<file path="config.mk">
export PLATFORM = sky130hd
export DESIGN_NAME = acqbuf_capture
export DESIGN_NICKNAME = d
export VERILOG_FILES = /design/src/rtl/acqbuf_pkg.sv /design/src/rtl/acqbuf_decim.sv /design/src/rtl/acqbuf_capture.sv
export SDC_FILE = /design/constraint.sdc
export NUM_CORES = 1
export LEC_CHECK = 0
export BUFFER_PORTS_ARGS = -buffer_cell sky130_fd_sc_hd__buf_2
export CAP_MARGIN = 15
export CORE_ASPECT_RATIO = 1.4
export CORE_MARGIN = 5
export CORE_UTILIZATION = 44
export CTS_BUF_LIST = sky130_fd_sc_hd__clkbuf_8
export CTS_CLUSTER_SIZE = 16
export DETAILED_ROUTE_END_ITERATION = 12
export GPL_TIMING_DRIVEN = 1
export PLACE_DENSITY = 0.83
export SLEW_MARGIN = 20
export SYNTH_ARGS = -nofsm -noshare
export SYNTH_HDL_FRONTEND = slang
export SYNTH_SLANG_ARGS = --single-unit
</file>
<file path="constraint.sdc">
create_clock -name clk -period 2.32 [get_ports clk]
set_input_delay 0.116 -clock clk [delete_from_list [all_inputs] [get_ports clk]]
set_output_delay 0.116 -clock clk [all_outputs]
set_load 0.02 [all_outputs]
</file>
<file path="src/rtl/acqbuf_pkg.sv">
// acqbuf_pkg: shared types and reset constants
// for the acquisition-buffer writer blocks.
package acqbuf_pkg;

    typedef enum logic [1:0] {
        IDLE,
        DELAY,
        CAPTURE,
        DONE
    } acq_state_t;

    localparam int DLY_RST  = 0;
    localparam int DEC_RST  = 0;
    localparam int ADDR_RST = 0;
    localparam int DLY_LAST = 1;

endpackage

</file>
<file path="src/rtl/acqbuf_decim.sv">
// acqbuf_decim: keep-one-of-N decimation counter.
// keep marks the valid beats that should be written.
module acqbuf_decim
    import acqbuf_pkg::*;
#(
    parameter int DECWIDTH = 8
) (
    input  logic                clk,
    input  logic                reset,
    input  logic                load,
    input  logic                valid,
    input  logic [DECWIDTH-1:0] decimator,
    output logic                keep
);

    logic [DECWIDTH-1:0] cnt;

    assign keep = valid && (cnt == '0);

    // Zero on start so the first eligible beat is kept,
    // then reload to decimator after every kept beat.
    always_ff @(posedge clk) begin
        if (reset) begin
            cnt <= DECWIDTH'(DEC_RST);
        end else if (load) begin
            cnt <= DECWIDTH'(DEC_RST);
        end else if (valid) begin
            if (cnt == '0)
                cnt <= decimator;
            else
                cnt <= cnt - DECWIDTH'(1);
        end
    end

endmodule

</file>
<file path="src/rtl/acqbuf_capture.sv">
// acqbuf_capture: triggered record writer from one of two
// ADC streams into a BRAM write port, with delay and decimation.
module acqbuf_capture
    import acqbuf_pkg::*;
#(
    parameter int DWIDTH   = 64,
    parameter int AWIDTH   = 12,
    parameter int DLYWIDTH = 16,
    parameter int DECWIDTH = 8
) (
    input  logic                clk,
    input  logic                reset,
    input  logic                acqbufreset,
    input  logic                trig,
    input  logic [DLYWIDTH-1:0] delayaftertrig,
    input  logic [DECWIDTH-1:0] decimator,
    input  logic                acqchansel,
    input  logic [DWIDTH-1:0]   adc0,
    input  logic [DWIDTH-1:0]   adc1,
    input  logic                adcvalid,
    output logic                bram_we,
    output logic [AWIDTH-1:0]   bram_waddr,
    output logic [DWIDTH-1:0]   bram_wdata,
    output logic                busy,
    output logic                done,
    output logic [AWIDTH:0]     addr_mon
);

    acq_state_t state;
    acq_state_t state_d;

    logic                clr;
    logic                start;
    logic                cap_valid;
    logic                keep;
    logic                last;
    logic [DLYWIDTH-1:0] dly_cnt;
    logic [DECWIDTH-1:0] dec_q;
    logic                sel_q;

    assign clr       = reset | acqbufreset;
    assign start     = (state == IDLE) && trig;
    assign cap_valid = (state == CAPTURE) && adcvalid;
    assign last      = keep && (&addr_mon[AWIDTH-1:0]);

    acqbuf_decim #(
        .DECWIDTH (DECWIDTH)
    ) u_decim (
        .clk       (clk),
        .reset     (clr),
        .load      (start),
        .valid     (cap_valid),
        .decimator (dec_q),
        .keep      (keep)
    );

    // Next-state logic; any reset source forces IDLE.
    always_comb begin
        state_d = state;
        unique case (state)
            IDLE: begin
                if (trig)
                    state_d = (delayaftertrig == '0) ? CAPTURE : DELAY;
            end
            DELAY: begin
                if (dly_cnt == DLYWIDTH'(DLY_LAST))
                    state_d = CAPTURE;
            end
            CAPTURE: begin
                if (last)
                    state_d = DONE;
            end
            DONE: begin
                state_d = DONE;
            end
            default: state_d = IDLE;
        endcase
        if (clr)
            state_d = IDLE;
    end

    // State register.
    always_ff @(posedge clk) begin
        if (reset)
            state <= IDLE;
        else
            state <= state_d;
    end

    // Settings frozen at trigger plus the clock-based delay counter.
    always_ff @(posedge clk) begin
        if (clr) begin
            dly_cnt <= DLYWIDTH'(DLY_RST);
            dec_q   <= DECWIDTH'(DEC_RST);
            sel_q   <= 1'b0;
        end else if (start) begin
            dly_cnt <= delayaftertrig;
            dec_q   <= decimator;
            sel_q   <= acqchansel;
        end else if (state == DELAY) begin
            dly_cnt <= dly_cnt - DLYWIDTH'(1);
        end
    end

    // Registered BRAM port and status; addr_mon doubles as write pointer.
    always_ff @(posedge clk) begin
        if (clr) begin
            bram_we    <= 1'b0;
            bram_waddr <= AWIDTH'(ADDR_RST);
            bram_wdata <= '0;
            addr_mon   <= (AWIDTH+1)'(ADDR_RST);
            busy       <= 1'b0;
            done       <= 1'b0;
        end else begin
            bram_we <= keep;
            if (keep) begin
                bram_wdata <= sel_q ? adc1 : adc0;
                bram_waddr <= addr_mon[AWIDTH-1:0];
                addr_mon   <= addr_mon + (AWIDTH+1)'(1);
            end
            busy <= (state_d == DELAY) || (state_d == CAPTURE);
            done <= (state == DONE);
        end
    end

endmodule

</file>
==> metrics.txt <==
status=finished clean; GRT Total Usage=a little over a fifth; Skew-Pair Late Insertion Delay=0.42 ns; Worst Path Buf+Inv=0; largest net degree at the start of global routing=between 60 and 70; slew margin rel.=51.0%; Critical Path Max Stage Delay=0.55 ns; number of port buffers=249; CP required=roughly 2.6 ns; RSZ-0062 raised after global routing=false; CTS Buffer Depth=2; cell mode on critical path=or4_4; reg2reg setup slack=0.08 ns; Worst Setup Start Kind=register; CP max FO=5; count leader, synth=dfxtp_1; Core Rows=48; VDD IR max=0.000357 V; Post-Synthesis Cells=638; io pins=250; worst min path class=in -> reg; Initial Util=between 40 and 50%; dpl cells=1011; Synth Cell Area=5550 sq um; CTS Root Cell=clkbuf_8; final setup violation count=0; Avg Inst Size Synth=8.70 sq um; Worst-Margin Slew=0.735 ns; routability cong.=0.868; Die W=105 um; total CTS buffers=17; sequential-to-total area share from yosys stat=between 40% and 50%; Final Hold Fails=0; Cell variety after synth=44; Max Cap Viol=0; sequential standard cell area=roughly 2500 sq um; die area=15000 sq um; Final Critical Period=2.24 ns; first-pass GRT wire length=26.0 mm; Yosys warning count=0; Area contributors post-synth=dfxtp_1 46%, mux2i_1 12%, a211oi_1 8.8%; Pleak=0.00314 uW; DR DRC count=0; clock skew=0.0119 ns; Post-DP HPWL=12.1 mm; drt pass-1 iters=4; Die H=143 um; final-layout fill cell count=1037; PD cells=588 nW/um^2; Top delay family on crit path=simple AND/OR/NAND/NOR gates; Post-Syn Nets=801; CTS H-tree lvls=4; Starting DRT DRC Count=between 200 and 250; CP cell instances=or4_4 -> or3_4 -> or4_4 -> nand3_2 -> xor2_1 -> nor2_1; Tot Pwr=4490 uW; routed wire length=16.1 mm; Slew Limit Fails=0; number of inserted diodes=0; CP endpoint kind=register; number of global-route vias before repair=around 5400; post-place setup slack=0.0447 ns; via-per-instance ratio=5.22; CTS tree=yes; Async SR Flop Fraction=0%; final setup margin=0.0753 ns; DR vias=roughly 5500; most frequent cells after synthesis=127 x dfxtp_1, 106 x nor2_1, 67 x nand2_1, 65 x a211oi_1, 65 x mux2i_1; DRT antenna net count=0; Synth area leader=dfxtp_1; EDFF count, synth=0; CTS clk-pin slew, worst paths=around 0.070 ns; #FFs+latches synth=127; share of the synthesized area in the top cell type=45.8%; worst path arrival time=between 2 and 3 ns; CP max stage cell=or4_4; final setup TNS=0 ns; Primary FF master, synth=dfxtp_1; critical path class=reg -> reg; WL per Instance=approximately 15 um; Finished Layout Cells=between 1000 and 1500; core area=12400 sq um; fmax=between 400 and 500 MHz; multi-input combinational cell area=2850 sq um; total grt overflow=0; initial antenna violation count=0; layout cell share with drive strength beyond 1=34.5%; area grow syn2layout=37.4%; CTS Sinks=127; Nets=1064; period utilization=between 90 and 100%
==> metrics by stage <==
stage | cell area (sq um) | utilization (%) | hold slack, ns
CTS | 7590 | 61.4 | 0.00153
floorplan | 5560 | - | 0.252
global route | 7630 | 61.7 | 0.0145
global placement | 7030 | 56.8 | 0.362
detailed placement | 7030 | 56.8 | 0.371
finish | 7630 | 61.7 | 0.0272
==> worst paths after layout <==
kind / depth (start not counted) / startpoint / end
setup / recovery: 6 / u_decim.cnt[4] / busy
hold / removal: 3 / adc0[24] / bram_wdata[24]
setup reg to reg: 6 / u_decim.cnt[4] / busy
hold reg to reg: 2 / bram_waddr[2] / bram_waddr[2]
==> layout make-up <==
cell class,count,area share (%)
multi-input combinational,461,37.4
sequential,127,33.4
timing repair buffer,288,21.5
clock buffer,17,3.07
tap,150,2.46
clock inverter,14,1.89
inverter,6,0.295
==> logic make-up (layout without fill, tap and decap cells) <==
logic type,after synthesis,in the layout,share of synthesized area [%]
fa+ha+maj,5,5,1.13
simple gates,236,236,18.7
buf+inv,50,325,3.40
flops,127,127,45.8
xor+xnor,14,14,2.21
compound gates,140,140,16.8
mux,66,66,11.9
==> state kept, by name, summed over array words and instances, names as in the netlist, 2 cells and up <==
register / count
bram_wdata: 64
dly_cnt: 16
addr_mon: 13
bram_waddr: 12
dec_q: 8
u_decim.cnt: 8
state: 2
==> worst register-to-register path, cell delays in order, from the launching register on <==
cell and delay [ns]:
dfxtp_1 0.35, or4_4 0.55, or3_4 0.41, or4_4 0.52, nand3_2 0.10, xor2_1 0.14
nor2_1 0.05
==> metal layers <==
layer / track usage (%) / share of wire (%) / vias up
li1: - / - / 2809
met1: 24.4 / 39 / 2501
met2: 37.6 / 52 / 217
met3: 5.52 / 6.9 / 21
met4: 7.27 / 1.7 / 0
met5: 0 / 0 / -
==> placed cells by master (no fill, tap or decap), drive strengths merged, types with 3 or more instances in the layout <==
master / netlist / final
nand2: 67 / 67
xor2: 11 / 11
clkinv: 0 / 7
a221oi: 3 / 3
xnor2: 3 / 3
a22oi: 6 / 6
o21ai: 8 / 8
clkinvlp: 0 / 3
a31oi: 5 / 5
clkbuf: 38 / 17
dlygate4sd3: 0 / 19
nor2: 106 / 106
nand3: 13 / 13
inv: 6 / 8
dfxtp: 127 / 127
a21oi: 42 / 42
nand4: 6 / 6
a211oi: 65 / 65
nor4: 5 / 5
nor3: 13 / 13
mux2i: 65 / 65
or3: 5 / 5
buf: 6 / 269
ha: 5 / 5
==> what timing repair did <==
| action | in CTS | in global routing |
|---|---|---|
| hold buffers | 19 | 0 |
| setup endpoints to repair | 0 | 37 |
| buffers inserted | 0 | 2 |
| hold endpoints to repair | 19 | 0 |
| resized for setup | 0 | 6 |
==> power by group <==
part,leakage (uW),internal (uW),switching [uW]
clock,0.000188,947,873
combinational,0.00193,227,222
sequential,0.00103,2200,19.0
No activity file was read; power rests on OpenSTA's default activity.
